==> config.mk <==
export PLATFORM = sky130hd
export DESIGN_NAME = fib_step_generator
export DESIGN_NICKNAME = d
export VERILOG_FILES = /design/src/rtl/fib_step_generator.sv
export SDC_FILE = /design/constraint.sdc
export NUM_CORES = 1
export LEC_CHECK = 0
export BUFFER_PORTS_ARGS = -buffer_cell sky130_fd_sc_hd__buf_2
export CAP_MARGIN = 10
export CORE_MARGIN = 5
export CORE_UTILIZATION = 50
export CTS_BUF_LIST = sky130_fd_sc_hd__clkbuf_2 sky130_fd_sc_hd__clkbuf_4 sky130_fd_sc_hd__clkbuf_8
export DETAILED_ROUTE_END_ITERATION = 8
export HOLD_SLACK_MARGIN = 0.1
export PLACE_DENSITY = 0.76
export SYNTH_ARGS = -nofsm -noshare
export SYNTH_HDL_FRONTEND = slang
export SYNTH_SLANG_ARGS = --single-unit
export TNS_END_PERCENT = 50
==> constraint.sdc <==
create_clock -name clk -period 2.5 [get_ports clk]
set_input_delay 0.375 -clock clk [delete_from_list [all_inputs] [get_ports clk]]
set_output_delay 0.375 -clock clk [all_outputs]
set_load 0.05 [all_outputs]
==> src/rtl/fib_step_generator.sv <==
// Fibonacci term generator advanced by rising edges of step_clk.
// step_clk is sampled in the clk domain as a tick; it never clocks any flop.
// Optional build macro FIB_WRAP_EN: when defined, an overflowing term is
// emitted modulo 2^WIDTH and the run continues to MAX_TERMS terms; when
// undefined, the first overflowing advance ends the run.
module fib_step_generator #(
  parameter int WIDTH       = 32,
  parameter int MAX_TERMS   = 48,
  parameter int INDEX_WIDTH = 6
) (
  input  logic                   clk,
  input  logic                   reset,
  input  logic                   step_clk,
  input  logic                   start,
  input  logic                   fib_ready,
  output logic [WIDTH-1:0]       fib_value,
  output logic [INDEX_WIDTH-1:0] fib_index,
  output logic                   fib_valid,
  output logic                   busy,
  output logic                   done,
  output logic                   overflow,
  output logic                   lost_tick
);

`ifdef FIB_WRAP_EN
  localparam bit WRAP_EN = 1'b1;
`else
  localparam bit WRAP_EN = 1'b0;
`endif

  localparam logic [INDEX_WIDTH-1:0] LAST_IDX = INDEX_WIDTH'(MAX_TERMS - 1);

  typedef enum logic [1:0] {IDLE, RUN, DONE} state_t;

  state_t                 state_q, state_d;
  logic                   step_q;
  logic                   pending_q, pending_d;
  logic [WIDTH-1:0]       a_q, a_d;
  logic [WIDTH-1:0]       b_q, b_d;
  logic                   b_ovf_q, b_ovf_d;
  logic [WIDTH-1:0]       value_q, value_d;
  logic [INDEX_WIDTH-1:0] index_q, index_d;
  logic                   valid_q, valid_d;
  logic                   ovf_q, ovf_d;
  logic                   lost_q, lost_d;

  logic                   tick;
  logic                   advance;
  logic [WIDTH:0]         sum;

  // Unsigned add keeping the carry so the caller can see whether the term fits.
  function automatic logic [WIDTH:0] fib_add(input logic [WIDTH-1:0] x,
                                             input logic [WIDTH-1:0] y);
    return {1'b0, x} + {1'b0, y};
  endfunction

  assign tick = step_clk & ~step_q;
  assign sum  = fib_add(a_q, b_q);

  // Next-state and datapath update; start overrides everything, including a tick.
  always_comb begin
    state_d   = state_q;
    pending_d = pending_q;
    a_d       = a_q;
    b_d       = b_q;
    b_ovf_d   = b_ovf_q;
    value_d   = value_q;
    index_d   = index_q;
    valid_d   = valid_q;
    ovf_d     = ovf_q;
    lost_d    = lost_q;
    advance   = 1'b0;
    if (start) begin
      state_d   = RUN;
      pending_d = 1'b0;
      a_d       = '0;
      b_d       = WIDTH'(1);
      b_ovf_d   = 1'b0;
      value_d   = '0;
      index_d   = '0;
      valid_d   = 1'b1;
      ovf_d     = 1'b0;
      lost_d    = 1'b0;
    end else begin
      case (state_q)
        RUN: begin
          advance = (pending_q | tick) & (~valid_q | fib_ready);
          if (valid_q && fib_ready) valid_d = 1'b0;
          if (advance) begin
            // A tick arriving while one is already queued becomes the new queued tick.
            pending_d = pending_q & tick;
            if (index_q == LAST_IDX) begin
              state_d = DONE;
            end else if (b_ovf_q && !WRAP_EN) begin
              ovf_d   = 1'b1;
              state_d = DONE;
            end else begin
              value_d = b_q;
              index_d = index_q + INDEX_WIDTH'(1);
              valid_d = 1'b1;
              a_d     = b_q;
              b_d     = sum[WIDTH-1:0];
              b_ovf_d = sum[WIDTH];
              if (b_ovf_q) ovf_d = 1'b1;
            end
          end else if (tick) begin
            pending_d = 1'b1;
            if (pending_q) lost_d = 1'b1;
          end
        end
        DONE: begin
          if (valid_q && fib_ready) valid_d = 1'b0;
        end
        default: ;
      endcase
    end
  end

  // State and datapath registers with asynchronous active-low reset.
  always_ff @(posedge clk or negedge reset) begin
    if (!reset) begin
      state_q   <= IDLE;
      step_q    <= 1'b0;
      pending_q <= 1'b0;
      a_q       <= '0;
      b_q       <= WIDTH'(1);
      b_ovf_q   <= 1'b0;
      value_q   <= '0;
      index_q   <= '0;
      valid_q   <= 1'b0;
      ovf_q     <= 1'b0;
      lost_q    <= 1'b0;
    end else begin
      state_q   <= state_d;
      step_q    <= step_clk;
      pending_q <= pending_d;
      a_q       <= a_d;
      b_q       <= b_d;
      b_ovf_q   <= b_ovf_d;
      value_q   <= value_d;
      index_q   <= index_d;
      valid_q   <= valid_d;
      ovf_q     <= ovf_d;
      lost_q    <= lost_d;
    end
  end

  assign fib_value = value_q;
  assign fib_index = index_q;
  assign fib_valid = valid_q;
  assign busy      = (state_q == RUN);
  assign done      = (state_q == DONE);
  assign overflow  = ovf_q;
  assign lost_tick = lost_q;

endmodule
==> results.md <==
* Seq/Total Area, Yosys at 39.5%
* VDD IR max at 0.267 mV
* Netlist cell types at 63
* Setup TNS at -1.44 ns
* Reported leakage power at 2.74 nW
* Port Buffers at 47
* Total Routing Usage GR at 21.6%
* Largest family of logic cells by synthesized area: simple AND/OR/NAND/NOR gates
* Nets@finish at between 600 and 700
* Register Area at 1960 um2
* Ys async rst share at 100%
* Simple-gate share of the synthesized area at ~22%
* CP Max Fanout at 4
* Failing checks: setup timing
* Area post-placement at 5510 um2
* Max Slew Vio Count at 0
* Initial Util at 50.9%
* Fmax at 364 MHz
* Most common cell in the netlist: nand2_1
* Htree depth at 3
* Fin Hold WS at 0.131 ns
* Largest net degree at the start of global routing at 47
* Setup crit end kind: flip-flop
* WHS Path Cells at 1
* Iteration-0 DRC Markers at 381
* Normalized max-slew margin at 64.0%
* Synth Area per Inst at 8.39 um2
* Layout cells sized above 1 at approximately 22%
* Final Hold Fails at 0
* First-pass GRT wire length at 20800 um
* Placer congestion estimate at roughly 0.93
* Synth area leader: dfrtp_1
* Detailed Place HPWL at 9000 um
* Critical path class: flip-flop to flip-flop
* Remaining antenna violation count at 0
* Cells after Synth at 590
* RSZ-0062 raised after global routing: true
* Worst-margin pin slew at about 0.54 ns
* Post-DR wirelength/cell at 15.9 um
* Post-Synth Adder-Cell Area at 8.75%
* Hold WC Path Type: input port to flip-flop
* XOR/XNOR share of the synthesized area at ~4.2%
* Outcome: finished, violations left
* Setup Skew at 0.0155 ns
* Total CTS buffers at 9
* TritonCTS clock tree: yes
* Syn Nets at approximately 630
* Rows at 36
* Final instance area at about 5900 um2
* Mux cell area share after synthesis at 0%
* CTS Sinks at 78
* Final Cycle Share at 110%
* Synth top area share at 38.9%
* WL final at 12700 um
* Clock Latency Late Sink at 0.37 ns
* Vias in the first global route at 4388
* Die ar. at 12000 um2
* Die Width at 109 um
* PwrDens at 427 nW/um2
* Worst setup SP type: flip-flop
* Commonest cells in the netlist: nand2_1 (125), dfrtp_1 (77), a21oi_1 (76), nor2_1 (38), ha_1 (33)
* Drt pass-1 iters at 5
* Critical path required time at 2.80 ns
* Yosys reg bits at 78
* Clock Root Buffer: clkbuf_8
* Crit path time final at ~2.7 ns
* Fill cells at between 800 and 900
* Chip Height at 109 um
* Synth Area in Compound Gates at 21.6%
* Ys Warns at 0
* Drt drc at 0
* Total core area at 9730 um2
* Final count of negative-setup-slack endpoints at 12
* Max-Cap Viols at 0
* Multi-input gate area at 2940 um2
* Worst-path clk slew at 0.08 ns
* R2R cell count at 11
* EDFF count, synth at 0
* Final worst-path setup slack at -0.248 ns
* CTS max path bufs at 2
* Vias/cell at 5.78
* Synth area leaders: dfrtp_1 (39%), nand2_1 (9.5%), ha_1 (8.3%)
* Congestion Overflow GR at 0
* Vias at 4595
* Most used DFF post-synth: dfrtp_1
* Mapped Area at slightly below 5000 um2
* Initial antenna violation count at 0
* Layout area overhead at 19.4%
* IO Count at 48
* Crit path DAT at 3.05 ns
* Diode count at 0
cells by family (layout without fill, tap and decap cells):
kind of cell,count (synthesis),count (layout)
adders and majority gates,34,34
and+or+nand+nor,236,236
buffers and inverters,49,121
AOI/OAI and AO/OA,169,169
DFF,78,78
xor gates and xnor gates,24,24
layout by cell type, fill, tap and decap left out, types with 4 or more instances in the layout:
cell,netlist,final
xor2_1,7,7
o211ai_1,4,4
inv_1,11,10
ha_1,33,32
o21a_1,5,5
nor3_1,9,9
or3_1,5,5
clkbuf_8,0,10
a211oi_1,8,6
a21o_1,11,11
nand2_1,125,125
o21bai_1,9,8
xnor2_1,17,15
nand4_1,13,13
a31oi_1,5,4
a21oi_1,76,73
nand3_1,9,9
buf_4,0,46
nor2_1,38,36
buf_2,15,46
o21ai_2,1,4
o21ai_1,7,9
nand3b_1,10,10
o21ai_0,18,13
dfrtp_1,77,74
layout make-up:
type / instances / area share (%)
inverter: 11 / 0.699
tap: 133 / 2.82
multi-input combinational: 463 / 49.7
clock buffer: 12 / 2.58
sequential: 78 / 33.1
timing repair buffer: 94 / 10.3
clock inverter: 4 / 0.805
routing by layer:
metal	wire length, um	vias up	GRT usage (%)	part of all wire, %
met4	240	0	7.57	1.9
met3	707	26	3.58	5.6
met1	5470	2200	28.5	43
met2	6260	144	36.0	49
li1	-	2225	-	-
met5	0	-	0	0
stage by stage:
step                      total power, mW  util [%]  instances  setup WS, ns
after global routing                 2.63      60.7        795        -0.378
after detailed placement             1.56      56.7        769        -0.238
after CTS                            2.55      59.7        791        -0.213
after global placement               1.56      56.7        769        -0.153
after floorplan                      1.46         -        590       -0.0991
final                                2.52      60.7        795        -0.248
power breakdown:
part	internal (mW)	total, mW	switching (mW)
registers	1.28	1.29	0.0136
clock network	0.508	0.980	0.472
logic	0.0773	0.255	0.178
total	1.86	2.52	0.663
worst max-delay path, stage by stage (launching register included):
cell	delay, ns
dfstp_2	0.55
ha_4	0.13
inv_2	0.03
fa_2	0.35
nor2b_1	0.13
o21a_2	0.17
o21ai_4	0.07
a221oi_4	0.36
o211ai_1	0.14
nor3b_4	0.19
or4_1	0.48
nand3_1	0.08
state kept, by name, summed over array words and instances, names as in the netlist:
signal and count:
pending_q 1, overflow 1, b_ovf_q 1, fib_valid 1
lost_tick 1, state_q 2, b_q 32, step_q 1
fib_value 32, fib_index 6
repair_timing:
item | 4_1_cts | 5_1_grt
endpoints found under the setup margin | 17 | 22
endpoints found under the hold margin | 39 | 0
gates resized for setup | 7 | 19
setup buffers | 6 | 5
hold buffers | 1 | 0
pin swaps | 12 | 12
final timing paths:
kind / start / to / slack (ns)
setup / recovery: b_q[0] / b_q[28] / -0.25
hold reg to reg: lost_tick / lost_tick / 0.51
max in group asynchronous: reset / fib_value[20] / 1.36
hold / removal: step_clk / step_q / 0.13
setup reg to reg: b_q[0] / b_q[28] / -0.25
min in group asynchronous: reset / fib_value[7] / 0.54
Note: power is estimated with default switching activity, not from simulation.
